--- src/rtl/vacc_pkg.sv ---
// Shared vector-accelerator definitions: opcodes, sequencer states and instruction fields.
package vacc_pkg;

  typedef enum logic [3:0] {
    OpNop = 4'h0,
    OpLdv = 4'h1,
    OpLds = 4'h2,
    OpRed = 4'h3,
    OpStv = 4'h4
  } opcode_e;

  typedef enum logic [4:0] {
    StFetchHi, StFetchLo, StDecode,
    StLdvLoad, StLdvStream, StLdvWrite,
    StLdsWait, StLdsWrite,
    StRedRead, StRedWait, StRedWrite,
    StAluRead, StAluWrite,
    StStvRead, StStvOut, StStvWait,
    StErr
  } state_e;

  localparam int unsigned OP_MSB    = 15;
  localparam int unsigned OP_LSB    = 12;
  localparam int unsigned DST_MSB   = 11;
  localparam int unsigned DST_LSB   = 8;
  localparam int unsigned SRC_A_MSB = 7;
  localparam int unsigned SRC_A_LSB = 4;
  localparam int unsigned SRC_B_MSB = 3;
  localparam int unsigned SRC_B_LSB = 0;
  // Reduction op lives in the low bits of the srcB field.
  localparam int unsigned RED_OP_MSB = 2;

  localparam logic [3:0] SRC_SCAL = 4'hF;
  localparam logic [2:0] ALU_PASS = 3'b000;

  // Opcodes 0x8-0xF are all element-wise ALU ops.
  function automatic logic is_alu_op(logic [3:0] op);
    return op[3];
  endfunction

endpackage

--- src/rtl/seq_watchdog.sv ---
// Wait-state watchdog: flags a wait that has lasted Limit cycles without completing.
module seq_watchdog #(
  parameter int unsigned Limit = 64
) (
  input  logic clk,
  input  logic rst,
  input  logic active,
  output logic expired
);

  localparam int unsigned CntW = $clog2(Limit + 1);

  logic [CntW-1:0] cnt_q, cnt_d;

  always_comb begin
    cnt_d = active ? cnt_q + 1'b1 : '0;
  end

  // Fires on the last permitted wait cycle so the sequencer leaves right after it.
  assign expired = active && (cnt_q == CntW'(Limit - 1));

  always_ff @(posedge clk) begin
    if (rst) cnt_q <= '0;
    else     cnt_q <= cnt_d;
  end

endmodule

--- src/rtl/inst_sequencer.sv ---
// Instruction sequencer for the vector datapath: fetch, decode and per-op strobe sequencing.
// Define SEQ_TIMEOUT_EN to abort stalled waits to the error state after 4*N cycles.
module inst_sequencer
  import vacc_pkg::*;
#(
  parameter int unsigned N = 16
) (
  input  logic        clk,
  input  logic        rst,
  input  logic        host_valid,
  output logic        host_ready,
  output logic        out_valid,
  input  logic [15:0] inst,
  input  logic        vec_imm_buff_done,
  input  logic        red_alu_done,
  input  logic        vec_out_buff_done,
  output logic [3:0]  vec_sel_a,
  output logic [3:0]  vec_sel_b,
  output logic [2:0]  alu_op_sel,
  output logic        alu_scal_sel,
  output logic        set_inst_hi,
  output logic        set_inst_lo,
  output logic        set_vec_imm_buff_vec,
  output logic        set_vec_imm_buff_scal,
  output logic        set_scal_imm_buff,
  output logic        set_vec_reg_bank,
  output logic        set_vec_alu,
  output logic        set_red_alu,
  output logic        set_scal_acc,
  output logic        set_vec_out_buff,
  output logic        en_vec_imm_buff,
  output logic        en_scal_imm_buff,
  output logic        en_vec_reg_bank_a,
  output logic        en_vec_reg_bank_b,
  output logic        en_vec_alu,
  output logic        en_red_alu,
  output logic        en_scal_acc,
  output logic        busy,
  output logic        err
);

  state_e state_q, state_d;
  logic [3:0] op, dst, src_a, src_b;
  logic       timeout;

  assign op    = inst[OP_MSB:OP_LSB];
  assign dst   = inst[DST_MSB:DST_LSB];
  assign src_a = inst[SRC_A_MSB:SRC_A_LSB];
  assign src_b = inst[SRC_B_MSB:SRC_B_LSB];

`ifdef SEQ_TIMEOUT_EN
  logic wait_active;
  assign wait_active = state_q inside {StLdvStream, StLdsWait, StRedWait, StStvWait};

  seq_watchdog #(
    .Limit(4 * N)
  ) u_watchdog (
    .clk    (clk),
    .rst    (rst),
    .active (wait_active),
    .expired(timeout)
  );
`else
  assign timeout = 1'b0;
`endif

  always_comb begin
    state_d               = state_q;
    host_ready            = 1'b0;
    out_valid             = 1'b0;
    vec_sel_a             = '0;
    vec_sel_b             = '0;
    alu_op_sel            = '0;
    alu_scal_sel          = 1'b0;
    set_inst_hi           = 1'b0;
    set_inst_lo           = 1'b0;
    set_vec_imm_buff_vec  = 1'b0;
    set_vec_imm_buff_scal = 1'b0;
    set_scal_imm_buff     = 1'b0;
    set_vec_reg_bank      = 1'b0;
    set_vec_alu           = 1'b0;
    set_red_alu           = 1'b0;
    set_scal_acc          = 1'b0;
    set_vec_out_buff      = 1'b0;
    en_vec_imm_buff       = 1'b0;
    en_scal_imm_buff      = 1'b0;
    en_vec_reg_bank_a     = 1'b0;
    en_vec_reg_bank_b     = 1'b0;
    en_vec_alu            = 1'b0;
    en_red_alu            = 1'b0;
    en_scal_acc           = 1'b0;
    // The error state reports only err, so busy is suppressed there as well.
    busy                  = !rst && (state_q != StFetchHi) && (state_q != StErr);
    err                   = !rst && (state_q == StErr);

    if (!rst) begin
      unique case (state_q)
        StFetchHi: begin
          host_ready = 1'b1;
          if (host_valid) begin
            set_inst_hi = 1'b1;
            state_d     = StFetchLo;
          end
        end
        StFetchLo: begin
          host_ready = 1'b1;
          if (host_valid) begin
            set_inst_lo = 1'b1;
            state_d     = StDecode;
          end
        end
        StDecode: begin
          if (is_alu_op(op)) begin
            state_d = StAluRead;
          end else begin
            case (op)
              OpNop:   state_d = StFetchHi;
              OpLdv:   state_d = StLdvLoad;
              OpLds:   state_d = StLdsWait;
              OpRed:   state_d = StRedRead;
              OpStv:   state_d = StStvRead;
              default: state_d = StErr;
            endcase
          end
        end
        StLdvLoad: begin
          set_vec_imm_buff_vec = 1'b1;
          state_d              = StLdvStream;
        end
        StLdvStream: begin
          // Host must stream a byte every cycle until the buffer reports full.
          if (vec_imm_buff_done) begin
            state_d = StLdvWrite;
          end else begin
            host_ready = 1'b1;
            if (!host_valid || timeout) state_d = StErr;
          end
        end
        StLdvWrite: begin
          en_vec_imm_buff  = 1'b1;
          set_vec_reg_bank = 1'b1;
          vec_sel_a        = dst;
          state_d          = StFetchHi;
        end
        StLdsWait: begin
          host_ready = 1'b1;
          if (host_valid) begin
            set_scal_imm_buff = 1'b1;
            state_d           = StLdsWrite;
          end else if (timeout) begin
            state_d = StErr;
          end
        end
        StLdsWrite: begin
          en_scal_imm_buff = 1'b1;
          set_scal_acc     = 1'b1;
          state_d          = StFetchHi;
        end
        StRedRead: begin
          en_vec_reg_bank_a = 1'b1;
          set_red_alu       = 1'b1;
          vec_sel_a         = src_a;
          alu_op_sel        = inst[RED_OP_MSB:0];
          state_d           = StRedWait;
        end
        StRedWait: begin
          if (red_alu_done) state_d = StRedWrite;
          else if (timeout) state_d = StErr;
        end
        StRedWrite: begin
          en_red_alu   = 1'b1;
          set_scal_acc = 1'b1;
          state_d      = StFetchHi;
        end
        StAluRead: begin
          // A and B operands travel on separate buses, so one driver each is allowed.
          en_vec_reg_bank_a = 1'b1;
          set_vec_alu       = 1'b1;
          vec_sel_a         = src_a;
          alu_op_sel        = op[2:0];
          if (src_b == SRC_SCAL) begin
            en_scal_acc  = 1'b1;
            alu_scal_sel = 1'b1;
          end else begin
            en_vec_reg_bank_b = 1'b1;
            vec_sel_b         = src_b;
          end
          state_d = StAluWrite;
        end
        StAluWrite: begin
          en_vec_alu       = 1'b1;
          set_vec_reg_bank = 1'b1;
          vec_sel_a        = dst;
          state_d          = StFetchHi;
        end
        StStvRead: begin
          en_vec_reg_bank_a = 1'b1;
          set_vec_alu       = 1'b1;
          vec_sel_a         = src_a;
          alu_op_sel        = ALU_PASS;
          state_d           = StStvOut;
        end
        StStvOut: begin
          en_vec_alu       = 1'b1;
          set_vec_out_buff = 1'b1;
          state_d          = StStvWait;
        end
        StStvWait: begin
          out_valid = 1'b1;
          if (vec_out_buff_done) state_d = StFetchHi;
          else if (timeout)      state_d = StErr;
        end
        StErr: begin
          state_d = StErr;
        end
        default: begin
          state_d = StErr;
        end
      endcase
    end
  end

  always_ff @(posedge clk) begin
    if (rst) state_q <= StFetchHi;
    else     state_q <= state_d;
  end

endmodule
--- config.mk ---
export PLATFORM = sky130hd
export DESIGN_NAME = inst_sequencer
export DESIGN_NICKNAME = d
export VERILOG_FILES = /design/src/rtl/vacc_pkg.sv /design/src/rtl/seq_watchdog.sv /design/src/rtl/inst_sequencer.sv
export SDC_FILE = /design/constraint.sdc
export NUM_CORES = 1
export LEC_CHECK = 0
export BUFFER_PORTS_ARGS = -buffer_cell sky130_fd_sc_hd__buf_4
export CAP_MARGIN = 20
export CORE_UTILIZATION = 38
export CTS_CLUSTER_SIZE = 16
export DETAILED_ROUTE_END_ITERATION = 8
export HOLD_SLACK_MARGIN = 0.05
export PLACE_DENSITY = 0.76
export SLEW_MARGIN = 20
export SYNTH_ARGS = -nofsm -noshare
export SYNTH_HDL_FRONTEND = slang
export SYNTH_SLANG_ARGS = --single-unit
--- constraint.sdc ---
create_clock -name clk -period 1.71 [get_ports clk]
set_input_delay 0.2565 -clock clk [delete_from_list [all_inputs] [get_ports clk]]
set_output_delay 0.2565 -clock clk [all_outputs]
set_load 0.02 [all_outputs]
==> results of run 1 <==
-- per-stage QoR --
| step | TNS [ns] | hold slack [ns] | instances | setup slack (ns) | instance area (sq um) |
|---|---|---|---|---|---|
| floorplan | -1.51 | 0.542 | 126 | -0.186 | 960 |
| global placement | -0.362 | 0.669 | 219 | -0.0560 | 1500 |
| detailed placement | -0.651 | 0.676 | 219 | -0.118 | 1500 |
| CTS | -2.84 | 0.420 | 231 | -0.224 | 1800 |
-- what timing repair did --
item	in CTS
pin swaps	14
setup buffers	9
endpoints found under the setup margin	30
resized for setup	54
-- kinds of logic after synthesis --
logic type | count (synthesis)
multiplexers | 3
other | 1
AND/OR/NAND/NOR | 69
AO/OA/AOI/OAI | 29
buffers and inverters | 15
flip-flops | 5
XOR/XNOR | 4
==> results.md, run 1 <==
* Area share of the largest cell type after synthesis at 11.9%
* Top cells by area, synth: dfxtp_1 (12%), nor2_1 (8.9%), nor3_1 (5.4%)
* Hpwl dp at 2600 um
* Clock Tree Buf Depth at 2
* Netlist cell types at 43
* Stopped at: global routing (5_1_grt)
* Xor/xnor cell area share of the yosys netlist at 4.17%
* Average cell area after synthesis at 6.67 sq um
* Worst_ep grt: vec_sel_a[2]
* Mux cell area share after synthesis at 3.87%
* First error: [ERROR DPL-0038] Utilization greater than 100%, impossible to legalize
* Outcome: aborted with a tool error
* Cell area after synthesis at 841 sq um
* Die height at 49.0 um
* Yosys warnings at 0
* Clock root cell: clkbuf_4
* Largest family of logic cells by synthesized area: simple AND/OR/NAND/NOR gates
* Seq/Total Area, Yosys at 11.9%
* Prevailing post-synth register cell: dfxtp_1
* Initial core utilization at 41.6%
* Row cnt at 16
* Most common cell in the netlist: nor2_1
* Die X at 49.0 um
* Synth Area in Adders at 0%
* Worst endpoint type: primary output
* Clock sinks at 5
* IO Port Bufs at 53
* Placer Congestion at 0.866
* Synth cell count leaders: nor2_1 (20), clkbuf_1 (9), nor3_1 (9), nand2b_1 (6)
* Post-synth top area cell: dfxtp_1
* Ports at 55
* Synth async-reset ratio at 0%
* Post-synth EDFFs at 0
* Synthesized flop and latch total at 5
* H-tree depth at 1
* Cts hold-fix bufs at 0
* Simple-Gate Fraction of Synth Area at 44.8%
* Post-Syn Instances at 126
* Net count after synthesis at 148
* Pin count of the biggest net entering global routing at 15
* Num CTS Buffers at 3
* Compound-Gate Fraction of Synth Area at 27.1%
==> inputs of run 2 (changes only) <==
--- a/config.mk
+++ b/config.mk
@@ -7,11 +7,10 @@
 export LEC_CHECK = 0
 export BUFFER_PORTS_ARGS = -buffer_cell sky130_fd_sc_hd__buf_4
 export CAP_MARGIN = 20
-export CORE_UTILIZATION = 38
-export CTS_CLUSTER_SIZE = 16
+export CORE_AREA = 2 2 63 65
 export DETAILED_ROUTE_END_ITERATION = 8
-export HOLD_SLACK_MARGIN = 0.05
-export PLACE_DENSITY = 0.76
+export DIE_AREA = 0 0 65 67
+export PLACE_DENSITY_LB_ADDON = 0.15
 export SLEW_MARGIN = 20
 export SYNTH_ARGS = -nofsm -noshare
 export SYNTH_HDL_FRONTEND = slang
==> constraint.sdc (replaced) <==
create_clock -name clk -period 2.2 [get_ports clk]
set_input_delay 0.33 -clock clk [delete_from_list [all_inputs] [get_ports clk]]
set_output_delay 0.33 -clock clk [all_outputs]
set_load 0.02 [all_outputs]
==> run 2 against run 1 <==
Net effect:
- the run now ends clean
- synthesized cell count unchanged
- synthesized area unchanged
==> results.md, run 2 <==
* PD cells at 488 nW/um^2
* Internal at 0.000395 W
* Max FO, Critical Path at 11
* Final instance area at 1390 sq um
* Final worst path period need at 2.13 ns
* Row cnt at 22
* Clock sinks at 5
* R2r setup slk at 0.17 ns
* Largest registers: state_q (5)
* Fmax achieved at 0.469 GHz
* Cell area after synthesis at 841 sq um
* Die area at 4360 sq um
* Kind of cell adding the most delay to the critical path: compound AO/OA/AOI/OAI gates
* R2R cell count at 4
* Endpoints failing setup at 0
* CORE AREA at 3610 sq um
* Detailed-route DRC error count at 0
* Crit path cell chain: nor2b_1 > or3_1 > a211oi_2 > a22o_1 > buf_4
* Seq/Total Area, Yosys at 11.9%
* Compound-Gate Fraction of Synth Area at 27.1%
* Crit start category: register
* Layout cells sized above 1 at 41.7%
* Post-Syn Instances at 126
* Switching fraction of total power at 41.6%
* Worst slew pin tran at 0.523 ns
* Levels on crit path at 5
* Hold Worst Slack at 0.511 ns
* Maximum Capacitance Violations at 0
* Max stage delay cell, worst path: dfxtp_2
* Fin Clk Skew at 0.00416 ns
* Synth-to-Final Area Change at 64.7%
* Initial DRC Count at 35
* CP Class: register to primary output
* Utilization after layout at 38.4%
* Largest family of logic cells by synthesized area: simple AND/OR/NAND/NOR gates
* Antenna fix cells at 0
* Clk_lat worst skew at 0.23 ns
* Max reg flops at 5
* Commonest non-fill, non-tap cell in the layout: buf_4
* H-tree depth at 1
* Worst Hold Class: primary input to register
* GRT Total Usage at 15.4%
* Synth Area in Adders at 0%
* Most frequent cells in the layout: buf_4 (62), nor2_1 (20), nor3_1 (9)
* Synth cell count leaders: nor2_1 (20), clkbuf_1 (9), nor3_1 (9), nand2b_1 (6)
* Initial core utilization at 23.3%
* Net switching power at 0.000281 W
* Data required, critical path at 1.87 ns
* Cts hold-fix bufs at 0
* Die height at 67 um
* Initial antenna violation count at 0
* Clock Tree Buf Depth at 2
* Vias/cell at 5.11
* Prevailing post-synth register cell: dfxtp_1
* Clock root cell: clkbuf_8
* Yosys warnings at 0
* Clock group share of total power at 26.3%
* Xor/xnor cell area share of the yosys netlist at 4.17%
* Via count at 1,165
* Netlist cell types at 43
* Unrepaired setup endpoints after global routing: true
* Outcome: completed
* Post-synth EDFFs at 0
* Hpwl dp at 2560 um
* CTS tree: built
* Dpl cell area at 1320 sq um
* Clk slew on worst S/H paths at 0.04 ns
* Ports at 55
* Synth async-reset ratio at 0%
* Routed Antenna Nets at 0
* Crit path to: vec_sel_a[2]
* CP peak stage delay at 0.37 ns
* Post-synth top area cell: dfxtp_1
* DR WL/cell at 14.5 um
* Setup crit end kind: primary output
* Area share of the largest cell type after synthesis at 11.9%
* First-pass GRT wire length at 5130 um
* Worst vdd ir at 0.367 mV
* Mux cell area share after synthesis at 3.87%
* Pleak at 0.602 nW
* Top cells by area, synth: dfxtp_1 (12%), nor2_1 (8.9%), nor3_1 (5.4%)
* Most flops, register: state_q
* CP arrival at 1.80 ns
* Placer Congestion at 0.746
* Nets@finish at 203
* Final Cycle Share at 97.0%
* Net count after synthesis at 148
* Post-Route WL at 3300 um
* Reg-to-Reg End: state_q[2]
* Reg-to-Reg Start: state_q[4]
* Average cell area after synthesis at 6.67 sq um
* Final-report hold violation count at 0
* Rel. slew slack at 65.1%
* Worst path bufs/invs at 1
* Grt total ovfl at 0
* IO Port Bufs at 53
* Simple-Gate Fraction of Synth Area at 44.8%
* Synthesized flop and latch total at 5
* Die X at 65 um
* Logic pwr share at 53.1%
* Seq pwr share at 20.7%
* Vias in the first global route at 1,046
* Num CTS Buffers at 3
* Pin count of the biggest net entering global routing at 16
* Critical Path Start: state_q[1]
* Slew Viols, Final at 0
* Most common cell in the netlist: nor2_1
* First-pass DRT Iterations at 4
==> run 2: cell counts after synthesis <==
Identical to the previous run, type by type.
==> run 2: how the worst min path moves through the flow <==
stage                from    endpoint  slack (ns)  cells past startpoint
3_5_place_dp   state_q[1]  state_q[1]        0.64                      2
6_report              rst  state_q[3]        0.51                      3
4_1_cts               rst  state_q[3]        0.50                      3
3_3_place_gp   state_q[1]  state_q[1]        0.62                      2
2_1_floorplan  host_valid  state_q[4]        0.62                      2
5_1_grt               rst  state_q[3]        0.54                      3
==> run 2: final cells by class <==
type | instances | area (sq um)
fillers | 373 | 2220
multi-input cells | 106 | 698
repair buffers | 62 | 465
flip-flops and latches | 5 | 105
well taps | 48 | 60.1
clock buffers | 4 | 45.0
inverters | 3 | 11.3
==> run 2: timing repair <==
action / 4_1_cts / 5_1_grt
endpoints found under the setup margin: 8 / 12
setup buffers: 0 / 0
gates cloned: 0 / 0
resized for setup: 3 / 4
==> run 2: per-layer routing <==
layer	vias to the layer above	global-route usage (%)	routed length, um
li1	568	-	-
met1	559	19.3	1430
met2	35	26.5	1690
met3	3	2.20	148
met4	0	5.59	30
met5	-	0	0
==> run 2: power groups by stage <==
| stage | Combinational (W) | Clock, W | Sequential [W] |
|---|---|---|---|
| floorplan | 0.000245 | 0 | 0.000109 |
| global placement | 0.000355 | 0 | 0.000135 |
| detailed placement | 0.000351 | 0 | 0.000137 |
| CTS | 0.000354 | 0.000181 | 0.000138 |
| global route | 0.000393 | 0.000185 | 0.000144 |
| finish | 0.000359 | 0.000178 | 0.000140 |
==> run 2: tightest hold or removal path, delay by kind of cell <==
kind / cells / cell delay (ns)
buf+inv: 2 / 0.28
compound gates: 1 / 0.07
==> run 2: kinds of logic (layout without fill, tap and decap cells) <==
kind of cell,Yosys count,after routing
AOI/OAI and AO/OA,29,29
muxes,3,3
other,1,1
buffers and inverters,15,69
DFF,5,5
and+or+nand+nor,69,69
xor gates and xnor gates,4,4
==> run 2: through the flow <==
stage                     setup TNS [ns]  total power [W]  setup WS (ns)  std cells
after detailed placement               0         0.000488          0.197        224
after floorplan                        0         0.000354         0.0190        126
final                                  0         0.000676         0.0668        228
after global routing              -0.152         0.000723        -0.0400        228
after CTS                              0         0.000673         0.0167        228
after global placement                 0         0.000490          0.197        224
Power figures use the tool's default switching activity.
==> inputs of run 3 (changes only) <==
--- a/config.mk
+++ b/config.mk
@@ -8,6 +8,7 @@
 export BUFFER_PORTS_ARGS = -buffer_cell sky130_fd_sc_hd__buf_4
 export CAP_MARGIN = 20
 export CORE_AREA = 2 2 63 65
+export CTS_BUF_LIST = sky130_fd_sc_hd__clkbuf_16
 export DETAILED_ROUTE_END_ITERATION = 8
 export DIE_AREA = 0 0 65 67
 export PLACE_DENSITY_LB_ADDON = 0.15
==> run 3 against run 2 <==
Net effect:
- clock-buffer cell count shrank 1
- largest power group unchanged
- maximum frequency is essentially flat
- first-iteration DRC count shrank 14%
- total power grew 18%
==> results.md, run 3 (same netlist as run 2, synthesis figures left out) <==
* First-pass GRT wire length at 5130 um
* CP Class: register to primary output
* Synth-to-Final Area Change at 68.7%
* Row cnt at 22
* Unrepaired setup endpoints after global routing: true
* Worst Hold Class: primary input to register
* Outcome: completed
* Total design power at 0.000800 W
* Pleak at 0.622 nW
* Setup crit end kind: primary output
* Final worst path period need at 2.13 ns
* Max FO, Critical Path at 11
* Post-CTS Setup Repair Bufs at 0
* Fin Clk Skew at 0.00238 ns
* PD cells at 564 nW/um^2
* Clk_lat worst skew at 0.23 ns
* Initial antenna violation count at 0
* H-tree depth at 1
* Nets@finish at 203
* Post-Route WL at 3260 um
* Final Cycle Share at 97.0%
* IO Port Bufs at 53
* Commonest non-fill, non-tap cell in the layout: buf_4
* Die X at 65 um
* CORE AREA at 3610 sq um
* GRT Total Usage at 15.2%
* Die height at 67 um
* Max reg flops at 5
* Fmax achieved at 0.469 GHz
* Initial DRC Count at 30
* Dpl cell area at 1320 sq um
* Most frequent cells in the layout: buf_4 (62), nor2_1 (20), nor3_1 (9)
* Multi-input combinational cell area at 698 sq um
* Maximum Capacitance Violations at 0
* Sequential cell area at 105 sq um
* Detailed-route DRC error count at 0
* Filler Cell Count at 369
* Ports at 55
* Slew Viols, Final at 0
* CTS tree: built
* Worst vdd ir at 0.230 mV
* Hpwl dp at 2560 um
* Data required, critical path at 1.87 ns
* Largest registers: state_q (5)
* Die area at 4360 sq um
* Initial core utilization at 23.3%
* Vias/cell at 5.07
* Clock root cell: clkbuf_16
* Vias in the first global route at 1,048
* Endpoints failing setup at 0
* First-pass DRT Iterations at 4
* Layout cells sized above 1 at 41.7%
* Most flops, register: state_q
* Clock Tree Buf Depth at 2
* Utilization after layout at 39.3%
* Placer Congestion at 0.746
* Routed Antenna Nets at 0
* Num CTS Buffers at 3
* Clock sinks at 5
* CP arrival at 1.80 ns
* Clk slew on worst S/H paths at 0.03 ns
* Final instance area at 1420 sq um
* DR WL/cell at 14.3 um
* Grt total ovfl at 0
* Rel. slew slack at 64.4%
* Pin count of the biggest net entering global routing at 16
* Crit start category: register
* Via count at 1,155
* Worst slew pin tran at 0.533 ns
* Antenna fix cells at 0
* Final-report hold violation count at 0
[run 3: cell types whose count changed in the layout (fill, tap and decap cells not counted), sizes merged]
cell,change
clkbuf,-1
inv,+1
[run 3: per-stage QoR]
stage	hold slack [ns]	setup slack [ns]	instances	setup TNS (ns)
after floorplan	0.615	0.0190	126	0
after global placement	0.623	0.197	224	0
after detailed placement	0.641	0.197	224	0
after CTS	0.499	0.0150	228	0
after global routing	0.542	-0.0405	228	-0.154
final	0.509	0.0660	228	0
[run 3: cell type report]
class	instances	share of cell area, %
Multi-Input combinational cell	106	49.2
Tap cell	48	4.23
Clock buffer	3	5.29
Sequential cell	5	7.41
Inverter	3	0.794
Clock inverter	1	0.265
Timing Repair Buffer	62	32.8
[run 3: worst paths after layout]
path | from | to | slack, ns | depth (start not counted)
setup / recovery | state_q[1] | vec_sel_a[2] | 0.07 | 5
setup reg to reg | state_q[4] | state_q[2] | 0.18 | 4
hold / removal | rst | state_q[3] | 0.51 | 3
hold reg to reg | state_q[1] | state_q[1] | 0.58 | 2
[run 3: where the power goes]
part           total (W)  internal (W)  leakage (nW)  switching [W]
Combinational   0.000358      0.000164         0.537       0.000194
Clock           0.000302      0.000236        0.0423      0.0000661
Sequential      0.000140      0.000106        0.0424      0.0000337
[run 3: metal layers]
metal	up-vias	wire length (um)	global-route usage, %
li1	568	-	-
met2	35	1650	26.3
met3	3	160	2.20
met5	-	0	0
met4	0	34	4.79
met1	549	1420	19.4
[run 3: worst max-delay path, cell delays in order (launching register included)]
cell,delay (ns)
dfxtp_2,0.37
nor2b_1,0.16
or3_1,0.36
a211oi_2,0.34
a22o_1,0.20
buf_4,0.14
[run 3: repair_timing]
action	CTS	global route
pin swaps	0	0
hold buffers	0	0
resized for setup	3	4
endpoints found under the setup margin	8	12
